File: src/rtl/multiply_shift_add_if.sv
// Operand/result bundle for the sequential fixed-point multiplier.
//   valid_in, multiplicand, multiplier : operands offered by the upstream master
//   ready                              : multiplier idle, operands will be taken
//   product, overflow                  : saturated result, held until next completion
//   valid_out                          : one-cycle pulse marking a fresh result
interface multiply_shift_add_if #(
  parameter int DATA_WIDTH = 32
);
  logic                  valid_in;
  logic                  ready;
  logic [DATA_WIDTH-1:0] multiplicand;
  logic [DATA_WIDTH-1:0] multiplier;
  logic [DATA_WIDTH-1:0] product;
  logic                  valid_out;
  logic                  overflow;

  modport master (
    output valid_in, multiplicand, multiplier,
    input  ready, product, valid_out, overflow
  );

  modport slave (
    input  valid_in, multiplicand, multiplier,
    output ready, product, valid_out, overflow
  );
endinterface

File: src/rtl/multiply_shift_add.sv
// Sequential signed fixed-point multiplier: product = sat((a*b) >>> FRAC_BITS),
// rounding toward zero, one partial product per clock.
//   clk   : single clock, posedge
//   reset : asynchronous, active-low
//   bus   : slave side of multiply_shift_add_if (valid_in/ready operand handshake,
//           product/overflow with a one-cycle valid_out pulse)
//
// state   | meaning
// --------+------------------------------------------------------------
// S_IDLE  | ready=1, waiting for valid_in; operands captured on accept
// S_MULT  | one shift-add iteration per clock, DATA_WIDTH iterations
// S_SCALE | drop fraction bits, saturate, load product/overflow
// S_DONE  | valid_out=1 for this single cycle
module multiply_shift_add #(
  parameter int DATA_WIDTH = 32,
  parameter int FRAC_BITS  = 10
) (
  input  logic                 clk,
  input  logic                 reset,
  multiply_shift_add_if.slave  bus
);

  localparam int CW = $clog2(DATA_WIDTH);
  localparam int AW = 2 * DATA_WIDTH;

  // Largest magnitudes representable for each result sign.
  localparam logic [AW-1:0] MAX_POS = {{(DATA_WIDTH+1){1'b0}}, {(DATA_WIDTH-1){1'b1}}};
  localparam logic [AW-1:0] MAX_NEG = {{DATA_WIDTH{1'b0}}, 1'b1, {(DATA_WIDTH-1){1'b0}}};

  typedef enum logic [1:0] {
    S_IDLE  = 2'd0,
    S_MULT  = 2'd1,
    S_SCALE = 2'd2,
    S_DONE  = 2'd3
  } state_t;

  state_t                r_state;
  state_t                w_state_nxt;
  logic [AW-1:0]         r_acc;
  logic [AW-1:0]         r_mcand;
  logic [DATA_WIDTH-1:0] r_mplr;
  logic [CW-1:0]         r_cnt;
  logic                  r_sign;
  logic [DATA_WIDTH-1:0] r_product;
  logic                  r_overflow;

  logic                  w_accept;
  logic [DATA_WIDTH-1:0] w_abs_a;
  logic [DATA_WIDTH-1:0] w_abs_b;
  logic [AW-1:0]         w_mag;
  logic [DATA_WIDTH-1:0] w_sat_product;
  logic                  w_sat_overflow;

  assign w_accept = (r_state == S_IDLE) && bus.valid_in;

  // Unsigned magnitudes: the most negative operand maps to 2^(W-1) without wrapping.
  assign w_abs_a = bus.multiplicand[DATA_WIDTH-1] ? (~bus.multiplicand + 1'b1) : bus.multiplicand;
  assign w_abs_b = bus.multiplier[DATA_WIDTH-1]   ? (~bus.multiplier + 1'b1)   : bus.multiplier;

  // Truncating the magnitude gives round-toward-zero on the signed result.
  assign w_mag = r_acc >> FRAC_BITS;

  always_comb begin
    w_sat_product  = '0;
    w_sat_overflow = 1'b0;
    if (!r_sign) begin
      if (w_mag > MAX_POS) begin
        w_sat_product  = {1'b0, {(DATA_WIDTH-1){1'b1}}};
        w_sat_overflow = 1'b1;
      end else begin
        w_sat_product = w_mag[DATA_WIDTH-1:0];
      end
    end else begin
      if (w_mag > MAX_NEG) begin
        w_sat_product  = {1'b1, {(DATA_WIDTH-1){1'b0}}};
        w_sat_overflow = 1'b1;
      end else begin
        // A zero magnitude negates to zero, so no -0 can appear.
        w_sat_product = '0 - w_mag[DATA_WIDTH-1:0];
      end
    end
  end

  always_comb begin
    w_state_nxt = r_state;
    case (r_state)
      S_IDLE:  if (bus.valid_in) w_state_nxt = S_MULT;
      S_MULT:  if (r_cnt == '0)  w_state_nxt = S_SCALE;
      S_SCALE: w_state_nxt = S_DONE;
      S_DONE:  w_state_nxt = S_IDLE;
      default: w_state_nxt = S_IDLE;
    endcase
  end

  always_ff @(posedge clk or negedge reset) begin
    if (!reset) begin
      r_state <= S_IDLE;
    end else begin
      r_state <= w_state_nxt;
    end
  end

  always_ff @(posedge clk or negedge reset) begin
    if (!reset) begin
      r_acc      <= '0;
      r_mcand    <= '0;
      r_mplr     <= '0;
      r_cnt      <= '0;
      r_sign     <= 1'b0;
      r_product  <= '0;
      r_overflow <= 1'b0;
    end else begin
      if (w_accept) begin
        r_acc   <= '0;
        r_mcand <= {{DATA_WIDTH{1'b0}}, w_abs_a};
        r_mplr  <= w_abs_b;
        r_sign  <= bus.multiplicand[DATA_WIDTH-1] ^ bus.multiplier[DATA_WIDTH-1];
        // Down-counter: terminal count 0 marks the last of DATA_WIDTH iterations.
        r_cnt   <= CW'(DATA_WIDTH - 1);
      end else if (r_state == S_MULT) begin
        if (r_mplr[0]) begin
          r_acc <= r_acc + r_mcand;
        end
        r_mcand <= r_mcand << 1;
        r_mplr  <= r_mplr >> 1;
        r_cnt   <= r_cnt - 1'b1;
      end
      if (r_state == S_SCALE) begin
        r_product  <= w_sat_product;
        r_overflow <= w_sat_overflow;
      end
    end
  end

  assign bus.ready     = (r_state == S_IDLE);
  assign bus.valid_out = (r_state == S_DONE);
  assign bus.product   = r_product;
  assign bus.overflow  = r_overflow;

endmodule

File: src/flat_wrapper.sv
// flat-port wrapper written by rule: the top's interface ports become plain ports
module multiply_shift_add_flat 
#(
  parameter int DATA_WIDTH = 32,
  parameter int FRAC_BITS  = 10
)
  (clk, reset, bus_valid_in, bus_multiplicand, bus_multiplier, bus_ready, bus_product, bus_valid_out, bus_overflow);
  multiply_shift_add_if #(.DATA_WIDTH(DATA_WIDTH)) bus_i ();
  input  logic clk;
  input  logic reset;
  input wire logic [$bits(bus_i.valid_in)-1:0] bus_valid_in;
  input wire logic [$bits(bus_i.multiplicand)-1:0] bus_multiplicand;
  input wire logic [$bits(bus_i.multiplier)-1:0] bus_multiplier;
  output wire logic [$bits(bus_i.ready)-1:0] bus_ready;
  output wire logic [$bits(bus_i.product)-1:0] bus_product;
  output wire logic [$bits(bus_i.valid_out)-1:0] bus_valid_out;
  output wire logic [$bits(bus_i.overflow)-1:0] bus_overflow;
  assign bus_i.valid_in = bus_valid_in;
  assign bus_i.multiplicand = bus_multiplicand;
  assign bus_i.multiplier = bus_multiplier;
  assign bus_ready = bus_i.ready;
  assign bus_product = bus_i.product;
  assign bus_valid_out = bus_i.valid_out;
  assign bus_overflow = bus_i.overflow;
  multiply_shift_add #(.DATA_WIDTH(DATA_WIDTH), .FRAC_BITS(FRAC_BITS)) u_core (.clk(clk), .reset(reset), .bus(bus_i));
endmodule
File: config.mk
export PLATFORM = sky130hd
export DESIGN_NAME = multiply_shift_add_flat
export DESIGN_NICKNAME = d
export VERILOG_FILES = /design/src/rtl/multiply_shift_add_if.sv /design/src/rtl/multiply_shift_add.sv /design/src/flat_wrapper.sv
export SDC_FILE = /design/constraint.sdc
export NUM_CORES = 1
export LEC_CHECK = 0
export ABC_AREA = 1
export BUFFER_PORTS_ARGS = -buffer_cell sky130_fd_sc_hd__clkbuf_2
export CAP_MARGIN = 5
export CORE_AREA = 2 2 169 212
export CTS_BUF_LIST = sky130_fd_sc_hd__clkbuf_16
export DETAILED_ROUTE_END_ITERATION = 8
export DIE_AREA = 0 0 171 214
export PLACE_DENSITY = 0.66
export SLEW_MARGIN = 15
export SYNTH_ARGS = -nofsm -noshare
export SYNTH_HDL_FRONTEND = slang
export SYNTH_SLANG_ARGS = --single-unit
export TNS_END_PERCENT = 5
File: constraint.sdc
create_clock -name clk -period 2.1 [get_ports clk]
set_clock_uncertainty 0.15 [all_clocks]
set_input_delay 0 -clock clk [delete_from_list [all_inputs] [get_ports clk]]
set_output_delay 0 -clock clk [all_outputs]
set_load 0.05 [all_outputs]
==> results.ini, run 1 <==
[route]
vias = 19400
drcViolationCount = 0
wl_per_cell_um = 16.4
detail-route-antenna-nets = 0
drtIter0Drc = 1371
wl_mm = 61.3
first_pass_iters = 5
avgViaCountPerCell = 5.18

[synthesis]
async_flop_share_pct = 100
syn_nets = 2970
netlist_area_mm2 = 0.0170
yosysSeqAreaShare_pct = 29.5
ys.flop_type = dfrtp_1
yosys-top-cells-area = dfrtp_1 (30%), nand2_1 (21%), inv_1 (10%), nor2_1 (7.6%), nand3_1 (5.4%)
syn_avg_cell_area_um2 = 6.02
synth_edf_count = 0
ys_warn_count = 0
ys_ff_latch = 201
synth_top_cell_area_share_pct = 29.5
synth_largest_area_cell = dfrtp_1
syn-instance-count = 2830
ys_types = 41
synth_most_common_cell = nand2_1
ys_top_cells_by_count = nand2_1 (965), inv_1 (457), nor2_1 (344), dfrtp_1 (201), nand3_1 (182)

[job]
drv_cap = 0

[cts]
cts_buffer_depth = 3
clkLatencyLatePin_ns = 0.55
cts.sinks = 201
cts_max_level = 1
cts_tree = built
cts_buffers = 25
cts_root_buf = clkbuf_16
clkTransAtPathRegs_ns = 0.06

[global_routing]
antenna_found_initial = 1
grt_max_degree = 50
grt_pass1_wl_mm = 96.9
grt_pass1_vias = 19000
grt_usage_pct = 33.2
overflow = 0

[setup_path]
crit_family = simple AND/OR/NAND/NOR gates
cp.buffers_inverters = 1
r2r-end = u_core.r_acc[58]
cp_slowest_stage_delay_ns = 0.41
required_ns = 2.43
crit_slowest_cell = fa_2
crit_path_frequent_cell = nand2_1
critical_path_class = reg -> reg
crit_fanout = 3
endpoint_kind = flip-flop
reg2regPathDepth = 16
startpoint_type = flip-flop
timing.reg2reg.setup_slack_ns = -0.30
cp_cell_sequence = ha_2, fa_2, nand2_2, nor2_1, nand2_1, nor2_1, nor2_1, nand2_1, nand2_1, nand2_2, buf_6, nand2_4, nand2_1, nand2_1, nand3_1, nand2_1
worstReg2RegStart = u_core.r_mcand[0]
crit_arrival_ns = 2.73

[floorplan]
ios = 102
die_area_mm2 = 0.0366
core_area_mm2 = 0.0344
die-width_um = 171
die_h_um = 214
start_util_pct = 49.5
num_rows = 76

[hold_path]
hold_end = u_core.r_mplr[4]
hold_depth = 6
holdCritStartpoint = bus_multiplier[2]
hold_class = in -> reg

[sta]
finalSetupViolations = 78
min_period_ns = 2.40
worst_slack_ns = -0.299
post-route-period-util_pct = 114
tightest_slew_ns = 0.489
fin_worst_hold_slack_ns = -0.00869
maxSlewHeadroom_pct = 67.4
max_freq_mhz = 417
finalSetupTns_ns = -6.75
final-hold-violation-count = 1
rsz0062_at_grt = yes
finalMaxSlewViolations = 0

[placed_design]
dp.cells = 3602
io_buffers = 101
place_congestion = 1.02
dp_hpwl_mm = 46.6

[outcome]
status = finished, violations left
violations = negative hold slack, negative setup slack

[finish]
fin_util_pct = 66.0
final_nets = 3394
instances_no_fill = 3739
antenna_cells = 0
area.growth.synth_to_final_pct = 33.4
drive_above_1_share_pct = 19.9

[power_and_ir_drop]
p_leak_nw = 12.1
total_power_mw = 36.1
ir_worst_vdd_mv = 0.654
power_density_mw_per_mm2 = 1590

## how the worst max path moves through the flow
stage	from	to	slack (ns)	cells after the start
floorplan	u_core.r_mcand[0]	u_core.r_acc[28]	-0.08	11
global placement	u_core.r_mcand[10]	u_core.r_acc[19]	-0.42	12
detailed placement	u_core.r_mcand[10]	u_core.r_acc[19]	-0.45	12
CTS	u_core.r_acc[0]	u_core.r_acc[26]	-0.22	13
global route	u_core.r_mcand[0]	u_core.r_acc[58]	-0.41	16
finish	u_core.r_mcand[0]	u_core.r_acc[58]	-0.30	16
## cell type report
| cell class | instances | area (µm²) |
|---|---|---|
| sequential | 201 | 5040 |
| clock buffer | 25 | 626 |
| clock inverter | 19 | 129 |
| fill | 3239 | 11700 |
| inverter | 463 | 1740 |
| timing repair buffer | 472 | 3710 |
| tap | 468 | 586 |
| multi-input combinational | 2091 | 10900 |
## stage by stage
stage / instance area, µm² / setup WS [ns]
6_report: 22700 / -0.299
5_1_grt: 22700 / -0.406
4_1_cts: 22200 / -0.216
3_5_place_dp: 20100 / -0.446
3_3_place_gp: 20100 / -0.419
2_1_floorplan: 17000 / -0.0797
## per-layer routing
layer  track usage [%]  vias to the layer above  share of wire [%]
met4              15.2                        0                5.1
met5                 0                        -                  0
met3              3.77                      146                5.9
met1              42.7                     8900                 42
li1                  -                     9660                  -
met2              55.7                      674                 47
## worst reg2reg max path, delay by kind of cell, from the launching register on
family / cells / cell delay (ns)
fa+ha+maj: 2 / 0.62
buf+inv: 1 / 0.16
simple gates: 13 / 1.04
flops: 1 / 0.38
## where the power goes
part,switching [mW],leakage [nW],internal [mW]
registers,1.63,2.45,5.71
logic,14.7,9.29,9.96
clock network,1.82,0.383,2.29
## cells in the final DEF (no fill, tap or decap), types with 13 or more instances in the layout
cell type	instances
dlygate4sd3_1	89
xor2_1	55
nand4_1	25
o211ai_1	13
ha_1	33
o21ai_0	139
buf_4	264
nor2_1	312
nand2_1	914
o21ai_1	20
dfrtp_1	189
buf_12	14
inv_1	455
nand2_2	49
clkbuf_16	25
a21oi_1	133
nor3_1	22
ha_4	36
a21oi_2	14
nor2_2	43
nand3_1	166
clkbuf_2	100
nand3_2	16
## what timing repair did
item | CTS | global route
hold buffers | 87 | 6
cloned | 0 | 0
pin swaps | 18 | 17
endpoints found under the hold margin | 268 | 4
setup endpoints to repair | 87 | 109
buffers inserted | 0 | 3
resized for setup | 112 | 103
## flip-flops by register name, summed over array words and instances, names as in the netlist
| register | cells |
|---|---|
| u_core.bus.overflow | 1 |
| u_core.r_cnt | 5 |
| u_core.r_acc | 64 |
| u_core.r_state | 2 |
| u_core.r_sign | 1 |
| u_core.r_mplr | 32 |
| u_core.r_mcand | 64 |
| u_core.bus.product | 32 |
## cell families after synthesis
group	Yosys count	share of synthesized area [%]
XOR/XNOR	63	3.24
AO/OA/AOI/OAI	358	11.3
flip-flops	201	29.5
AND/OR/NAND/NOR	1597	38.4
adder cells (fa/ha/maj)	73	5.41
buffers and inverters	538	12.1
No activity file was read; power rests on OpenSTA's default activity.
==> run 2, diff against run 1 <==
--- a/config.mk
+++ b/config.mk
@@ -8,11 +8,11 @@
 export ABC_AREA = 1
 export BUFFER_PORTS_ARGS = -buffer_cell sky130_fd_sc_hd__clkbuf_2
 export CAP_MARGIN = 5
-export CORE_AREA = 2 2 169 212
+export CORE_AREA = 2 2 224 160
 export CTS_BUF_LIST = sky130_fd_sc_hd__clkbuf_16
 export DETAILED_ROUTE_END_ITERATION = 8
-export DIE_AREA = 0 0 171 214
-export PLACE_DENSITY = 0.66
+export DIE_AREA = 0 0 226 162
+export PLACE_DENSITY = 0.67
 export SLEW_MARGIN = 15
 export SYNTH_ARGS = -nofsm -noshare
 export SYNTH_HDL_FRONTEND = slang
==> results.ini, run 2 (synthesis results as in run 1) <==
[power_and_ir_drop]
pwr-share-comb_pct = 71.2
p_clk_share_pct = 9.7
switching_share_pct = 50.5
seq_power_share_pct = 19.2
ir_worst_vdd_mv = 0.870
power_density_mw_per_mm2 = 1630
p_int_mw = 19.3
p_leak_nw = 12.6
p_sw_mw = 19.7

[sta]
maxSlewHeadroom_pct = 59.6
rsz0062_at_grt = yes
final-hold-violation-count = 0
min_period_ns = 2.36
post-route-period-util_pct = 112
finalSetupViolations = 52
worst_slack_ns = -0.261
max_freq_mhz = 424
finalMaxSlewViolations = 0
tightest_slew_ns = 0.602

[route]
detail-route-antenna-nets = 0
wl_per_cell_um = 16.9
avgViaCountPerCell = 5.30
drcViolationCount = 0
wl_mm = 64.2
drtIter0Drc = 2023
vias = 20100
first_pass_iters = 6

[finish]
drive_above_1_share_pct = 26.5
nFillCells = 3005
fin_util_pct = 69.8
layout_common_cells = nand2_1 (843), inv_1 (443), buf_4 (304)
top_regs = u_core.r_acc (64), u_core.r_mcand (64)
area.growth.synth_to_final_pct = 40.7
final_common_cell = nand2_1
instances_no_fill = 3786
final_nets = 3440
antenna_cells = 0

[global_routing]
grt_pass1_vias = 18500
grt_pass1_wl_mm = 98.6
overflow = 0
grt_usage_pct = 34.3
antenna_found_initial = 1
grt_max_degree = 58

[setup_path]
critical_path_class = reg -> reg
startpoint_type = flip-flop
endpoint_kind = flip-flop
required_ns = 2.37
crit_fanout = 3
crit_arrival_ns = 2.63

[outcome]
status = finished, violations left
violations = negative setup slack

[floorplan]
die_h_um = 162
start_util_pct = 49.6
core_area_mm2 = 0.0343
num_rows = 57
die-width_um = 226
die_area_mm2 = 0.0366
ios = 102

[cts]
clkLatencyLatePin_ns = 0.54
cts_tree = built
cts_max_level = 1
cts.sinks = 201
cts_buffers = 23
cts_buffer_depth = 3
cts_root_buf = clkbuf_16
clkTransAtPathRegs_ns = 0.07

[placed_design]
io_buffers = 101
dp.cells = 3648
place_congestion = 1.01
dp_hpwl_mm = 47.8

[job]
drv_cap = 0

[hold_path]
hold_class = in -> reg

run 2: cell types whose count changed in the layout (fill, tap and decap cells not counted), moves of 12 or more:
cell,delta
nand2_1,-71
nand2_4,+19
inv_2,+16
buf_4,+40
nor2_4,+23
ha_4,+17
a21oi_1,-21
buf_6,+23
ha_1,-17
nand2_2,+51
dlygate4sd3_1,-15
nor2_1,-23
inv_1,-12
a21oi_2,+21
run 2: final timing paths:
kind	end	cells after the start	from	slack (ns)
max in group asynchronous	u_core.r_acc[44]	4	reset	0.61
setup reg to reg	u_core.r_acc[27]	13	u_core.r_acc[18]	-0.26
hold / removal	u_core.r_mplr[30]	5	bus_multiplier[30]	0.21
min in group asynchronous	u_core.r_cnt[0]	3	reset	0.40
hold reg to reg	u_core.r_mplr[15]	2	u_core.r_mplr[15]	0.33
setup / recovery	u_core.r_acc[27]	13	u_core.r_acc[18]	-0.26
run 2: critical path, stage by stage (launching register included):
cell and delay (ns):
dfrtp_1 0.43, ha_4 0.28, nand2_2 0.13, inv_1 0.06, nand2_1 0.06, nand2_1 0.10, inv_1 0.08, nand2_1 0.10
a21oi_2 0.15, nand2_2 0.12, buf_4 0.17, or2_2 0.26, nand3_1 0.07, o21ai_0 0.07
run 2: metal layers:
metal	track usage [%]	vias up	wire length, µm
met1	50.4	9296	29000
met3	5.19	138	5690
met4	9.42	0	1920
met2	52.3	870	27600
met5	0	-	0
li1	-	9756	-
run 2: per-stage QoR:
step / instance area [µm²] / setup WS (ns) / hold slack [ns] / TNS, ns / total power, mW
finish: 24000 / -0.261 / 0.211 / -6.46 / 39.0
global route: 24000 / -0.341 / 0.237 / -14.43 / 41.8
CTS: 22700 / -0.193 / 0.183 / -5.29 / 35.8
detailed placement: 20400 / -0.473 / -0.143 / -19.22 / 30.1
global placement: 20400 / -0.455 / -0.140 / -16.18 / 29.7
floorplan: 17000 / -0.0797 / -0.446 / -0.148 / 20.2
run 2: power groups by stage:
stage / combinational [mW] / clock (mW) / sequential [mW]
2_1_floorplan: 12.5 / 0 / 7.68
3_3_place_gp: 22.7 / 0 / 6.96
3_5_place_dp: 23.1 / 0 / 7.02
4_1_cts: 24.7 / 3.83 / 7.21
5_1_grt: 30.3 / 3.96 / 7.60
6_report: 27.7 / 3.78 / 7.47
run 2: final cells by class:
cell class                      count  area [µm²]  area share [%]
Clock buffer                       23         576            2.40
Clock inverter                     16        97.6           0.407
Inverter                          463        1740            7.27
Multi-Input combinational cell   2091       11800            49.1
Sequential cell                   201        5050            21.1
Tap cell                          472         591            2.47
Timing Repair Buffer              520        4130            17.2
run 2: what timing repair did:
item / CTS / global route
setup endpoints to repair: 97 / 124
buffers inserted: 5 / 20
hold buffers: 74 / 0
pin swaps: 25 / 91
endpoints found under the hold margin: 285 / 0
resized for setup: 185 / 281
